--- src/rtl/mdu_hilo_unit.sv ---
// ---------------------------------------------------------------------------
// mdu_hilo_unit
// Iterative multiply/divide unit holding the architectural HI/LO registers.
// Multiplies use one shift-add step per cycle; divides use one restoring
// shift-subtract step per cycle. Signed operations work on magnitudes and
// fix up the signs in a single final cycle.
//
// Ports:
//   CLK        clock, all state changes on the rising edge
//   RST        synchronous active-high reset
//   start      operation request, sampled only while idle
//   op         000 MULT, 001 MULTU, 010 DIV, 011 DIVU, 100 MTHI, 101 MTLO
//   cancel     pipeline flush; aborts an in-flight op, blocks an idle start
//   operand_a  rs value (multiplicand / dividend / MTHI-MTLO source)
//   operand_b  rt value (multiplier / divisor)
//   busy       high while a mul/div is in flight
//   done       one-cycle pulse after HI/LO are written by a mul/div
//   hi, lo     HI and LO registers
// ---------------------------------------------------------------------------
module mdu_hilo_unit #(
  parameter int DATA_W = 32
) (
  input  logic              CLK,
  input  logic              RST,
  input  logic              start,
  input  logic [2:0]        op,
  input  logic              cancel,
  input  logic [DATA_W-1:0] operand_a,
  input  logic [DATA_W-1:0] operand_b,
  output logic              busy,
  output logic              done,
  output logic [DATA_W-1:0] hi,
  output logic [DATA_W-1:0] lo
);

  localparam int CNT_W = $clog2(DATA_W) + 1;
  localparam int PW    = 2 * DATA_W;

  localparam logic [2:0] OP_MULT  = 3'b000;
  localparam logic [2:0] OP_MULTU = 3'b001;
  localparam logic [2:0] OP_DIV   = 3'b010;
  localparam logic [2:0] OP_DIVU  = 3'b011;
  localparam logic [2:0] OP_MTHI  = 3'b100;
  localparam logic [2:0] OP_MTLO  = 3'b101;

  localparam logic [CNT_W-1:0] CNT_LAST = CNT_W'(DATA_W - 1);
  localparam logic [CNT_W-1:0] CNT_ONE  = CNT_W'(1);

  typedef enum logic [1:0] {
    S_IDLE = 2'd0,
    S_MUL  = 2'd1,
    S_DIV  = 2'd2,
    S_FIX  = 2'd3
  } state_t;

  // Two's-complement negation of a data-width value.
  function automatic logic [DATA_W-1:0] neg_w(input logic [DATA_W-1:0] v);
    return ~v + {{(DATA_W-1){1'b0}}, 1'b1};
  endfunction

  // Two's-complement negation of a full-width product.
  function automatic logic [PW-1:0] neg_p(input logic [PW-1:0] v);
    return ~v + {{(PW-1){1'b0}}, 1'b1};
  endfunction

  // Magnitude of v when treated as signed (sgn=1), v itself otherwise.
  // 0x80..0 maps to itself, which is the correct unsigned magnitude.
  function automatic logic [DATA_W-1:0] mag_w(input logic [DATA_W-1:0] v,
                                              input logic sgn);
    return (sgn && v[DATA_W-1]) ? neg_w(v) : v;
  endfunction

  state_t            state_q, state_d;
  logic [CNT_W-1:0]  counter_q, counter_d;
  // Mul: {partial sum, remaining multiplier}. Div: {remainder, dividend/quotient}.
  logic [PW-1:0]     prod_q, prod_d;
  logic [DATA_W-1:0] opb_q, opb_d;          // |multiplicand| or |divisor|
  logic              sa_q, sa_d;            // operand_a was negative (signed ops)
  logic              sb_q, sb_d;            // operand_b was negative (signed ops)
  logic              is_div_q, is_div_d;
  logic              div_zero_q, div_zero_d;
  logic [DATA_W-1:0] hi_q, hi_d;
  logic [DATA_W-1:0] lo_q, lo_d;
  logic              busy_q, busy_d;
  logic              done_q, done_d;

  logic [DATA_W:0]   mul_sum_s;
  logic [DATA_W:0]   div_diff_s;
  logic [PW-1:0]     mul_step_s;
  logic [PW-1:0]     div_step_s;
  logic              is_signed_s;

  // One iteration step of the shift-add multiplier and restoring divider.
  always_comb begin
    // Carry out of the add becomes the top bit of the shifted product.
    mul_sum_s  = {1'b0, prod_q[PW-1:DATA_W]} + {1'b0, opb_q};
    mul_step_s = prod_q[0] ? {mul_sum_s, prod_q[DATA_W-1:1]}
                           : {1'b0, prod_q[PW-1:1]};
    // Shifted remainder needs DATA_W+1 bits; bit DATA_W of the difference is
    // the borrow because the partial remainder stays below the divisor.
    div_diff_s = prod_q[PW-1:DATA_W-1] - {1'b0, opb_q};
    div_step_s = div_diff_s[DATA_W]
               ? {prod_q[PW-2:0], 1'b0}
               : {div_diff_s[DATA_W-1:0], prod_q[DATA_W-2:0], 1'b1};
    is_signed_s = ~op[0];
  end

  // Next-state, datapath and HI/LO update logic.
  always_comb begin
    state_d    = state_q;
    counter_d  = counter_q;
    prod_d     = prod_q;
    opb_d      = opb_q;
    sa_d       = sa_q;
    sb_d       = sb_q;
    is_div_d   = is_div_q;
    div_zero_d = div_zero_q;
    hi_d       = hi_q;
    lo_d       = lo_q;
    done_d     = 1'b0;

    case (state_q)
      S_IDLE: begin
        if (start && !cancel) begin
          case (op)
            OP_MULT, OP_MULTU, OP_DIV, OP_DIVU: begin
              sa_d       = is_signed_s & operand_a[DATA_W-1];
              sb_d       = is_signed_s & operand_b[DATA_W-1];
              opb_d      = mag_w(operand_b, is_signed_s);
              prod_d     = {{DATA_W{1'b0}}, mag_w(operand_a, is_signed_s)};
              is_div_d   = op[1];
              div_zero_d = (operand_b == {DATA_W{1'b0}});
              counter_d  = {CNT_W{1'b0}};
              state_d    = op[1] ? S_DIV : S_MUL;
            end
            OP_MTHI: hi_d = operand_a;
            OP_MTLO: lo_d = operand_a;
            default: state_d = S_IDLE;
          endcase
        end else begin
          state_d = S_IDLE;
        end
      end

      S_MUL, S_DIV: begin
        if (cancel) begin
          state_d = S_IDLE;
        end else begin
          prod_d    = (state_q == S_DIV) ? div_step_s : mul_step_s;
          counter_d = counter_q + CNT_ONE;
          state_d   = (counter_q == CNT_LAST) ? S_FIX : state_q;
        end
      end

      S_FIX: begin
        state_d = S_IDLE;
        if (cancel) begin
          done_d = 1'b0;
        end else begin
          done_d = 1'b1;
          if (is_div_q) begin
            // Remainder follows the dividend's sign; a zero divisor leaves the
            // remainder equal to the original dividend.
            hi_d = sa_q ? neg_w(prod_q[PW-1:DATA_W]) : prod_q[PW-1:DATA_W];
            if (div_zero_q) begin
              lo_d = {DATA_W{1'b1}};
            end else begin
              lo_d = (sa_q ^ sb_q) ? neg_w(prod_q[DATA_W-1:0])
                                   : prod_q[DATA_W-1:0];
            end
          end else begin
            {hi_d, lo_d} = (sa_q ^ sb_q) ? neg_p(prod_q) : prod_q;
          end
        end
      end

      default: state_d = S_IDLE;
    endcase

    busy_d = (state_d != S_IDLE);
  end

  // State and output registers with synchronous reset.
  always_ff @(posedge CLK) begin
    if (RST) begin
      state_q    <= S_IDLE;
      counter_q  <= {CNT_W{1'b0}};
      prod_q     <= {PW{1'b0}};
      opb_q      <= {DATA_W{1'b0}};
      sa_q       <= 1'b0;
      sb_q       <= 1'b0;
      is_div_q   <= 1'b0;
      div_zero_q <= 1'b0;
      hi_q       <= {DATA_W{1'b0}};
      lo_q       <= {DATA_W{1'b0}};
      busy_q     <= 1'b0;
      done_q     <= 1'b0;
    end else begin
      state_q    <= state_d;
      counter_q  <= counter_d;
      prod_q     <= prod_d;
      opb_q      <= opb_d;
      sa_q       <= sa_d;
      sb_q       <= sb_d;
      is_div_q   <= is_div_d;
      div_zero_q <= div_zero_d;
      hi_q       <= hi_d;
      lo_q       <= lo_d;
      busy_q     <= busy_d;
      done_q     <= done_d;
    end
  end

  assign busy = busy_q;
  assign done = done_q;
  assign hi   = hi_q;
  assign lo   = lo_q;

endmodule

--- config.mk ---
export PLATFORM = sky130hd
export DESIGN_NAME = mdu_hilo_unit
export DESIGN_NICKNAME = d
export VERILOG_FILES = /design/src/rtl/mdu_hilo_unit.sv
export SDC_FILE = /design/constraint.sdc
export NUM_CORES = 1
export LEC_CHECK = 0
export CORE_MARGIN = 2
export CORE_UTILIZATION = 50
export CTS_CLUSTER_DIAMETER = 120
export DETAILED_ROUTE_END_ITERATION = 16
export PLACE_DENSITY = 0.74
export REMOVE_ABC_BUFFERS = 1
export SLEW_MARGIN = 0
export SYNTH_ARGS = -nofsm -noshare
export SYNTH_HDL_FRONTEND = slang
export SYNTH_SLANG_ARGS = --single-unit
--- constraint.sdc ---
create_clock -name CLK -period 3.4 [get_ports CLK]
set_input_delay 0.85 -clock CLK [delete_from_list [all_inputs] [get_ports CLK]]
set_output_delay 0.85 -clock CLK [all_outputs]
set_load 0.01 [all_outputs]
---- Word-level counts from Yosys, hierarchy flattened ----
Cells that the tools add are included.
cells by class
  eq/ne operators ......................... 15
  div/mod/pow operators ................... 0
  bitwise operators ....................... 10
  muxes and demuxes ....................... 34
  reduce and logical (&&, ||, !) cells .... 18
  shift operators ......................... 0
  add/sub/neg operators ................... 8
  $mul .................................... 0
  $lt $le $gt $ge ......................... 0
operator list
  cell                                                  count
  two-way mux 64 bit                                    7
  two-way mux 32 bit                                    13
  adder 32 x 1 -> 32 bit (second input constant)        4
  NOT 32 bit                                            4
  case mux 32 bit (2 select lines)                      2
  case mux 64 bit (2 select lines)                      1
  adder 64 x 1 -> 64 bit (second input constant)        1
  NOT 64 bit                                            1
  adder 32 x 32 -> 33 bit                               1
  subtractor 33 x 32 -> 33 bit                          1
  zero test 32 bit                                      1
  two-way mux 6 bit                                     3
  case mux 6 bit (2 select lines)                       1
  AND reduction 4 bit                                   3
  two-way mux 2 bit                                     4
  adder 6 x 1 -> 6 bit (second input constant)          1
  equality test 3 x 2 -> 1 bit (second input constant)  2
  equality test 3 bit (second input constant)           2
  equality test 6 x 5 -> 1 bit (second input constant)  1
  != test 2 x 1 -> 1 bit (second input constant)        3
  != test 2 bit (second input constant)                 3
  case mux 2 bit (3 select lines)                       1
  nonzero test 2 bit                                    3
  OR reduction 2 bit                                    3
  other kinds (14)                                      19
word-level totals
  bits in read-only memories .............. 0
  memory bits (writable) .................. 0
  memories kept ........................... 0
  input bits .............................. 71
  bits in latches ......................... 0
  register bits ........................... 174
  logic and storage cells ................. 97

---- Logic depth before layout (Yosys ltp) ----
Gate-level depths: netlist (run 1).
  depth after elaboration ................. 7
  mapped depth ............................ 15

---- Worst setup path after synthesis (run 1) ----
No wires, ideal clock.
  kind .................................... register -> register
  from .................................... reg prod_q[32]
  to ...................................... reg prod_q[63]
  required time ........................... 3271 ps
  slack ................................... 27 ps
  cell stages (with the launch flop) ...... 16
  arrival time ............................ 3244 ps
  clock period less this slack ............ 3373 ps
  path buffers ............................ 4
  setup time .............................. 129 ps
  cells stage by stage .................... dfxtp_1 -> clkbuf_1 -> inv_1 -> fa_1 -> nor2b_1 -> o31a_1 -> o21ai_0 -> nand2_1 -> a41oi_2 -> o31a_1 -> buf_2 -> and2_1 -> buf_4 -> buf_2 -> a311oi_1 -> o31ai_1
between the ends
  longest elaborated chain between the ends .. 5
ends and longest elaborated chain
  what                                                                            line     RTL
  from (decl)                                                                     76       logic [PW-1:0] prod_q, prod_d;
  from (signal assigned)                                                          188      prod_q <= {PW{1'b0}};
  from (signal assigned)                                                          201      prod_q <= prod_d;
  subtractor 33 x 32 -> 33 bit / adder 32 x 32 -> 33 bit (equally long branches)  101, 96
  two-way mux 64 bit, on equally long branches                                    103, 97
  two-way mux 64 bit (*)                                                          149      prod_d = (state_q == S_DIV) ? div_step_s : mul_step_s;
  two-way mux 64 bit (*)                                                          146      if (cancel) begin
  case mux 64 bit (2 select lines) (*)                                            122      case (state_q)
Every way passes the cells marked *; elsewhere a longest branch is shown, timed or not. The select of a mux whose other input is x is not followed.
A chain may end at the register's enable or synchronous reset.

---- Final worst setup path (run 1) ----
  from .................................... reg opb_q[0]
  to ...................................... reg prod_q[63]
between the ends
  longest elaborated chain between the ends .. 5
ends and longest elaborated chain
  what                                                                            line     RTL
  from (decl)                                                                     77       logic [DATA_W-1:0] opb_q, opb_d;
  from (signal assigned)                                                          189      opb_q <= {DATA_W{1'b0}};
  from (signal assigned)                                                          202      opb_q <= opb_d;
  subtractor 33 x 32 -> 33 bit / adder 32 x 32 -> 33 bit (equally long branches)  101, 96
  two-way mux 64 bit, on equally long branches                                    103, 97
  two-way mux 64 bit (*)                                                          149
  two-way mux 64 bit (*)                                                          146
  case mux 64 bit (2 select lines) (*)                                            122
Marks and branches as above.

==> results of run 1 <==
==> report_power, final <==
| part | total (uW) | switching, uW | internal (uW) |
|---|---|---|---|
| combinational | 1260 | 730 | 530 |
| sequential | 2150 | 60.6 | 2080 |
| clock | 2220 | 959 | 1270 |
| total | 5630 | 1750 | 3880 |
==> layout by cell type (no fill, tap or decap), types with 15 or more instances in the layout <==
cell             instances
a21oi_1                236
ha_1                    69
nand2_1                239
nor2_1                 187
nand3_1                 50
or3_1                   17
buf_4                  151
o21ai_0                110
mux2i_1                 49
nor4_1                  21
nor3_1                  48
xor2_1                  75
a211oi_1                71
xnor2_1                 89
clkbuf_16               17
a31oi_1                 26
inv_1                   65
o31ai_1                 26
and3_1                  18
nor2b_1                 15
dfxtp_1                173
o211ai_1                48
nand2b_1                16
clkdlybuf4s50_1        135
a21o_1                  34
==> tightest hold or removal path: stages (launching register included) <==
cell and delay [ns]:
dfxtp_1 0.31, nand2_1 0.05, a21oi_1 0.05
==> final cells by class <==
class	count	area (um^2)	area share (%)
inverters	69	259	1.42
multi-input cells	1671	10700	58.9
clock buffers	18	439	2.42
clock inverters	14	205	1.13
flip-flops and latches	174	3480	19.2
well taps	390	488	2.68
repair buffers	292	2610	14.3
==> flip-flops by register name, summed over array words and instances, names as in the netlist <==
signal / count
busy: 1
counter_q: 6
div_zero_q: 1
done: 1
hi: 32
is_div_q: 1
lo: 32
opb_q: 32
prod_q: 64
sa_q: 1
sb_q: 1
state_q: 2
==> kinds of logic (layout without fill, tap and decap cells) <==
group           Yosys count  in the layout  share of synthesized area (%)
compound gates          686            686                           29.4
xor+xnor                164            164                           9.55
fa+ha+maj                74             74                           6.25
buf+inv                 221            393                           6.26
flops                   174            174                           23.1
mux                      58             58                           3.93
simple gates            689            689                           21.5
==> worst max path at each step <==
stage	end	start
after CTS	prod_q[63]$_SDFFE_PP0P_	prod_q[32]$_SDFFE_PP0P_
final	prod_q[63]$_SDFFE_PP0P_	opb_q[0]$_SDFFE_PP0P_
after floorplan	prod_q[63]$_SDFFE_PP0P_	state_q[1]$_SDFF_PP0_
after detailed placement	opb_q[27]$_SDFFE_PP0P_	operand_b[6]
after global routing	prod_q[58]$_SDFFE_PP0P_	opb_q[8]$_SDFFE_PP0P_
after global placement	opb_q[27]$_SDFFE_PP0P_	operand_b[7]
==> layer usage <==
layer  GRT usage [%]  share of wire (%)  vias to the layer above
met1            40.9                 42                     7582
met4            15.7                4.6                        0
li1                -                  -                     7826
met3            4.91                8.3                      160
met5               0                  0                        -
met2            53.7                 46                      869
==> synth_stat cells (all sizes together) (6+ instances only) <==
| master | count | area (um^2) |
|---|---|---|
| nand2 | 242 | 916 |
| a21oi | 237 | 1190 |
| nor2 | 190 | 721 |
| dfxtp | 174 | 3480 |
| clkbuf | 130 | 557 |
| o21ai | 112 | 561 |
| xnor2 | 89 | 780 |
| xor2 | 75 | 657 |
| a211oi | 74 | 561 |
| ha | 72 | 901 |
| inv | 65 | 244 |
| nand3 | 50 | 250 |
| nor3 | 50 | 255 |
| mux2i | 49 | 490 |
| o211ai | 48 | 360 |
| a21o | 34 | 255 |
| o31ai | 27 | 208 |
| a31oi | 26 | 163 |
| nor4 | 24 | 178 |
| buf | 20 | 105 |
| and3 | 18 | 113 |
| or3 | 18 | 118 |
| nand2b | 17 | 106 |
| nor2b | 17 | 106 |
| or4 | 15 | 129 |
| o41ai | 14 | 123 |
| a211o | 13 | 114 |
| o21a | 13 | 97.6 |
| o221ai | 13 | 114 |
| nand4 | 12 | 75.1 |
| a31o | 9 | 78.8 |
| a32o | 9 | 90.1 |
| mux2 | 9 | 101 |
| and2 | 8 | 50.1 |
| or2 | 8 | 50.1 |
| o22ai | 7 | 43.8 |
| a311oi | 6 | 58.8 |
==> stage by stage <==
stage | cell area (um^2) | total power [uW] | setup WS (ns) | TNS [ns]
after global routing | 18200 | 5810 | -0.0254 | -0.0254
after detailed placement | 17500 | 3410 | -0.217 | -1.19
final | 18200 | 5630 | 0.145 | 0
after CTS | 18100 | 5600 | 0.0176 | 0
after floorplan | 14400 | 2890 | -1.26 | -92.25
after global placement | 17500 | 3390 | -0.266 | -1.30
==> what timing repair did <==
item / 4_1_cts / 5_1_grt
buffers inserted: 0 / 1
pin swaps: 0 / 5
endpoints found under the setup margin: 2 / 13
gates resized for setup: 2 / 12
==> results.env, run 1 <==
R2R_END='prod_q[63]$_SDFFE_PP0P_'
REG2REG_SLACK_NS=0.15
DESIGN.CORE.AREA_UM2=29600
DP_CELLS=2595
TIMING.CRITICAL_PATH.SLOWEST_STAGE_CELL='a2111oi_4'
DR_TOTAL_VIAS=16437
FINALCOREUTILIZATION_PCT=61.3
CTS_HOLD_FIX_BUFS=0
ROWS=63
MAX_STAGE_DELAY_NS=0.38
WORST-PATH-MAX-FANOUT=3
HOLD_CLASS='flop to flop'
FIRSTDRTPASSITERS=5
POWER.IR.VDD_WORST_V=0.000350
FIN_NETS=2370
CP-END-KIND='flop'
TIMING.FINAL.MAX_SLEW_VIOLATIONS=0
CRITICAL_PATH.MOST_COMMON_CELL='buf_4'
FINALHOLDVIOLATIONS=0
PATH_CELLS='ha_1, inv_1, fa_2, nor2b_2, o2111ai_2, a2111oi_4, buf_4, o21ai_1, a311oi_1, buf_4, o21ai_0, a2111oi_1, buf_4, a311oi_1, o31ai_1'
ROUTE.ANTENNA.REMAINING_NETS=0
FINAL.PERIOD_UTILIZATION_PCT=95.7
FILLERS=2717
FINAL-SETUP-VIOL-COUNT=0
YOSYS.CELL_TYPES.COUNT=94
POST_SYNTH.CELL_AREA_AVG_UM2=7.28
WORST_CLOCK_SKEW_ON_THE_FINAL_LAYOUT_NS=0.0127
RELATIVE_AREA_CHANGE_FROM_SYNTHESIS_TO_FINAL_LAYOUT_PCT=20.8
R2R.WORST_PATH.CELLS=15
WORST-ENDPOINT-ARRIVAL_NS=3.62
CTS_NUM_SINKS=174
GRT_PASS1_WL_MM=81.1
TIMING.FMAX_GHz=0.307
DRT-VIAS-PER-INSTANCE=6.25
ANTENNA-DIODE-COUNT=0
WORSTMARGINPINSLEW_NS=0.816
CLOCK_TREE.ROOT_CELL='clkbuf_16'
FINAL_LAYOUT_SIZE_SUFFIX_GT1_SHARE_PCT=11.3
SYNTH_WARNINGS=0
POWER_DENSITY_nW_PER_UM2=310
WORST_HOLD_PATH_ENDPOINT='lo[22]$_SDFFE_PP0P_'
CLK_PIN_SLEW_WORST_PATHS_NS=0.07
PORTBUFFERS=136
CTS-BUFFERS-INSERTED=17
ROUTE.FINAL.WIRE_LENGTH_MM=52.0
CRITICAL_PATH.REG2REG.STARTPOINT='opb_q[0]$_SDFFE_PP0P_'
FLOORPLAN.DIE_AREA_UM2=31500
MAX-CLOCK-PATH-BUFFERS=2
HOLDCRITSTARTPOINT='lo[22]$_SDFFE_PP0P_'
SYNTH-MAIN-FF-CELL='dfxtp_1'
ASYNCSETRESETFLOPFRACSYNTH_PCT=0
INITIAL_UTILIZATION_PCT=50.8
HTREE_NUM_LEVELS=4
WORST_PATH_DOMINANT_CELL_FAMILY='compound AO/OA/AOI/OAI gates'
CAP_VIOL_MAX_COUNT=0
YS_FF_LATCH=174
DETAIL_ROUTE.ITER0.VIOLATIONS=1606
IOPINCOUNT=137
REMAINING_MAX_SLEW_BUDGET_AT_THE_TIGHTEST_PIN_PCT=45.6
GLOBAL_ROUTE.USAGE.TOTAL_PCT=32.4
HOLD_PATH_DEPTH=2
SYNTH_AREA_UM2=15000
OUTCOME='completed'
SYNTH_EDF_COUNT=0
CLK-INSERTION-DELAY-LATE_NS=0.46
WIRE_PER_INST_UM=19.8
FIN_CRIT_NS=3.25
PLACE.GP.CONGESTION=1.01
CTS_TREE='yes'
START_KIND='flop'
X_DIMENSION_OF_THE_DIE_UM=177
CRITICAL_PATH_BUF_INV_COUNT=4
CP.REQUIRED_NS=3.76
CHIPHEIGHT_UM=177
POST_LAYOUT_NONFILLER_INSTANCES=2628
DP_HPWL_MM=38.8
DRC=0
GRT.OVERFLOW.TOTAL=0
CELLLEAKAGEPOWER_uW=0.00691
GRT_ANTENNA_BEFORE_REPAIR=0
NUMBER_OF_GLOBAL_ROUTE_VIAS_BEFORE_REPAIR=15571
FINAL_LAYOUT_WORST_HOLD_SLACK_NS=0.453
WORSTSETUPPATHDEPTH=15
POSTSYNTHCELLCOUNT=2066
CRITICAL_PATH_CLASS='flop to flop'
LARGEST_NET_DEGREE_AT_THE_START_OF_GLOBAL_ROUTING=128
YS_SEQ_AREA_SHARE_PCT=23.1
Note: power is estimated with default switching activity, not from simulation.
==> run 2, diff against run 1 <==
Settings changed: CORE_MARGIN 2 to 4, PLACE_DENSITY 0.74 to 0.71.
Clock period 3.4 ns to 3.2 ns, I/O delays scaled along.
==> results.env, run 2 (synthesis gave the netlist of run 1 again) <==
REGMOSTFLOPS='prod_q'  # unchanged
FLOORPLAN.DIE_AREA_UM2=32900  # was 31500 um^2
ROWS=63  # unchanged
CLK-INSERTION-DELAY-LATE_NS=0.45  # was 0.46 ns
CLK_PIN_SLEW_WORST_PATHS_NS=0.07  # about the same
DRC=0  # unchanged
HTREE_NUM_LEVELS=4  # unchanged
WORST_HOLD_PATH_ENDPOINT='lo[30]$_SDFFE_PP0P_'  # was lo[22]$_SDFFE_PP0P_
WORST_CLOCK_SKEW_ON_THE_FINAL_LAYOUT_NS=0.0122  # was 0.0127 ns
GRT_MOST_USED_LAYER='met2'  # unchanged
X_DIMENSION_OF_THE_DIE_UM=181  # was 177 um
HOLDCRITSTARTPOINT='lo[30]$_SDFFE_PP0P_'  # was lo[22]$_SDFFE_PP0P_
MAX_STAGE_DELAY_NS=0.61  # was 0.38 ns
FIN_NETS=2440  # was 2370
GRT_UTIL_MET2_PCT=54.0  # was 53.7%
ANTENNA-DIODE-COUNT=0  # unchanged
MAX-CLOCK-PATH-BUFFERS=2  # unchanged
FIRSTDRTPASSITERS=5  # unchanged
DRT-VIAS-PER-INSTANCE=6.18  # was 6.25
IOPINCOUNT=137  # unchanged
FINALHOLDVIOLATIONS=0  # unchanged
CP-END-KIND='flop'  # unchanged
GRT.OVERFLOW.TOTAL=0  # unchanged
OUTCOME='completed'  # unchanged
NUMBER_OF_FLIP_FLOPS_IN_THE_LARGEST_REGISTER=64  # unchanged
CAP_VIOL_MAX_COUNT=0  # unchanged
FINAL_CELL_MIX='239 x nand2_1, 232 x a21oi_1, 218 x buf_4'  # was 239 x nand2_1, 236 x a21oi_1, 187 x nor2_1
GRT_UTIL_MET3_PCT=3.99  # was 4.91%
POWER.IR.VDD_WORST_V=0.000368  # was 0.000350 V
START_KIND='flop'  # unchanged
FINAL-SETUP-VIOL-COUNT=0  # unchanged
POWER_uW=5750  # was 5630 uW
LARGEST_NET_DEGREE_AT_THE_START_OF_GLOBAL_ROUTING=128  # unchanged
DR_TOTAL_VIAS=16666  # was 16437
RELATIVE_AREA_CHANGE_FROM_SYNTHESIS_TO_FINAL_LAYOUT_PCT=25.4  # was 20.8%
DETAIL_ROUTE.ITER0.VIOLATIONS=1365  # was 1606
GRT_PASS1_WL_MM=84.6  # was 81.1 mm
NUMBER_OF_GLOBAL_ROUTE_VIAS_BEFORE_REPAIR=15900  # was 15571
DESIGN.CORE.AREA_UM2=29600  # unchanged
TIMING.FINAL.MAX_SLEW_VIOLATIONS=0  # unchanged
PLACEMENT.CELL_AREA_UM2=18000  # was 17500 um^2
DP_HPWL_MM=40.9  # was 38.8 mm
FINAL_LAYOUT_SIZE_SUFFIX_GT1_SHARE_PCT=15.6  # was 11.3%
CLOCK_TREE.ROOT_CELL='clkbuf_16'  # unchanged
FIN_CRIT_NS=3.10  # was 3.25 ns
TIMING.CRITICAL_PATH.SLOWEST_STAGE_CELL='or4_1'  # was a2111oi_4
CHIPHEIGHT_UM=181  # was 177 um
ROUTE.ANTENNA.REMAINING_NETS=0  # unchanged
CRITICAL_PATH.REG2REG.STARTPOINT='prod_q[47]$_SDFFE_PP0P_'  # was opb_q[0]$_SDFFE_PP0P_
R2R_END='hi[26]$_SDFFE_PP0P_'  # was prod_q[63]$_SDFFE_PP0P_
PATH_CELLS='or4_1, or3_1, or2_1, nor4_1, o22ai_1, o31ai_2, xor2_1, a211oi_1, a31o_1'  # was ha_1, inv_1, fa_2, nor2b_2, o2111ai_2, a2111oi_4, buf_4, o21ai_1, a311oi_1, buf_4, o21ai_0, a2111oi_1, buf_4, a311oi_1, o31ai_1
INITIAL_UTILIZATION_PCT=50.8  # unchanged
CTS_TREE='yes'  # unchanged
CRITICAL_PATH_CLASS='flop to flop'  # unchanged
GRT_ANTENNA_BEFORE_REPAIR=0  # unchanged
CTS_NUM_SINKS=174  # unchanged
PORTBUFFERS=136  # unchanged
WORST-ENDPOINT-ARRIVAL_NS=3.44  # was 3.62 ns
POWER_DENSITY_nW_PER_UM2=305  # was 310 nW/um^2
ROUTE.FINAL.WIRE_LENGTH_MM=54.5  # was 52.0 mm
R2R.WORST_PATH.CELLS=9  # was 15
MET1_USAGE_PCT=40.1  # was 40.9%
REMAINING_MAX_SLEW_BUDGET_AT_THE_TIGHTEST_PIN_PCT=41.0  # was 45.6%
TOTALNEGATIVESETUPSLACK_NS=0  # unchanged
CELLLEAKAGEPOWER_uW=0.00724  # was 0.00691 uW
FINAL_LAYOUT_WORST_HOLD_SLACK_NS=0.450  # was 0.453 ns
REG2REG_SLACK_NS=0.1  # was 0.15 ns
WIRE_PER_INST_UM=20.2  # was 19.8 um
CTS-BUFFERS-INSERTED=17  # unchanged
WORSTMARGINPINSLEW_NS=0.885  # was 0.816 ns
GLOBAL_ROUTE.USAGE.TOTAL_PCT=31.4  # was 32.4%
FINALCOREUTILIZATION_PCT=63.7  # was 61.3%
FINAL.PERIOD_UTILIZATION_PCT=97.0  # was 95.7%
HOLD_CLASS='flop to flop'  # unchanged
FINISH.INSTANCE_AREA_UM2=18900  # was 18200 um^2
PLACE.GP.CONGESTION=0.974  # was 1.01
CP.REQUIRED_NS=3.54  # was 3.76 ns
WORST-PATH-MAX-FANOUT=6  # was 3
HOLD_PATH_DEPTH=2  # unchanged
TIMING.FMAX_GHz=0.322  # was 0.307 GHz
MOST_COMMON_CELL_AFTER_LAYOUT_FILL_AND_TAPS_ASIDE='nand2_1'  # unchanged
## run 2: stage by stage
step / cells / setup WS (ns)
detailed placement: 2658 / -0.631
global route: 2698 / -0.00248
CTS: 2694 / -0.0106
global placement: 2658 / -0.561
floorplan: 1914 / -1.46
finish: 2698 / 0.0975
## run 2: worst max-delay path by stage
stage	endpoint	from	cells past startpoint
after floorplan	prod_q[63]$_SDFFE_PP0P_	state_q[1]$_SDFF_PP0_	10
after global placement	prod_q[31]$_SDFFE_PP0P_	operand_a[9]	12
after detailed placement	prod_q[31]$_SDFFE_PP0P_	operand_a[9]	12
after CTS	prod_q[59]$_SDFFE_PP0P_	prod_q[32]$_SDFFE_PP0P_	14
after global routing	prod_q[62]$_SDFFE_PP0P_	opb_q[0]$_SDFFE_PP0P_	14
final	hi[26]$_SDFFE_PP0P_	prod_q[47]$_SDFFE_PP0P_	9
## run 2: power by group
group          total, uW  internal [uW]  leakage (uW)  switching [uW]
Sequential          2270           2210       0.00141            50.7
Combinational       1450            626       0.00556             823
Clock               2040           1060      0.000270             973
Total               5750           3900       0.00724            1850
## run 2: timing repair
item	CTS	global route
endpoints found under the setup margin	18	36
resized for setup	16	55
setup buffers	4	5
hold buffers	0	0
pin swaps	6	16
## run 2: metal layers
metal | routed length, um | vias up
li1 | - | 7975
met4 | 1920 | 0
met3 | 3980 | 139
met2 | 25800 | 809
met1 | 22700 | 7743
met5 | 0 | -
## run 2: layout make-up
cell class | instances | area [um^2]
clock buffers | 21 | 470
flip-flops and latches | 174 | 3490
clock inverters | 11 | 82.6
repair buffers | 362 | 3150
fillers | 2727 | 10800
multi-input cells | 1671 | 10900
well taps | 390 | 488
inverters | 69 | 259
## run 2: critical path, delay by kind of cell (launching register included)
| kind | cells | cell delay, ns |
|---|---|---|
| AOI/OAI and AO/OA | 4 | 0.59 |
| xor gates and xnor gates | 1 | 0.33 |
| DFF | 1 | 0.40 |
| and+or+nand+nor | 4 | 1.68 |
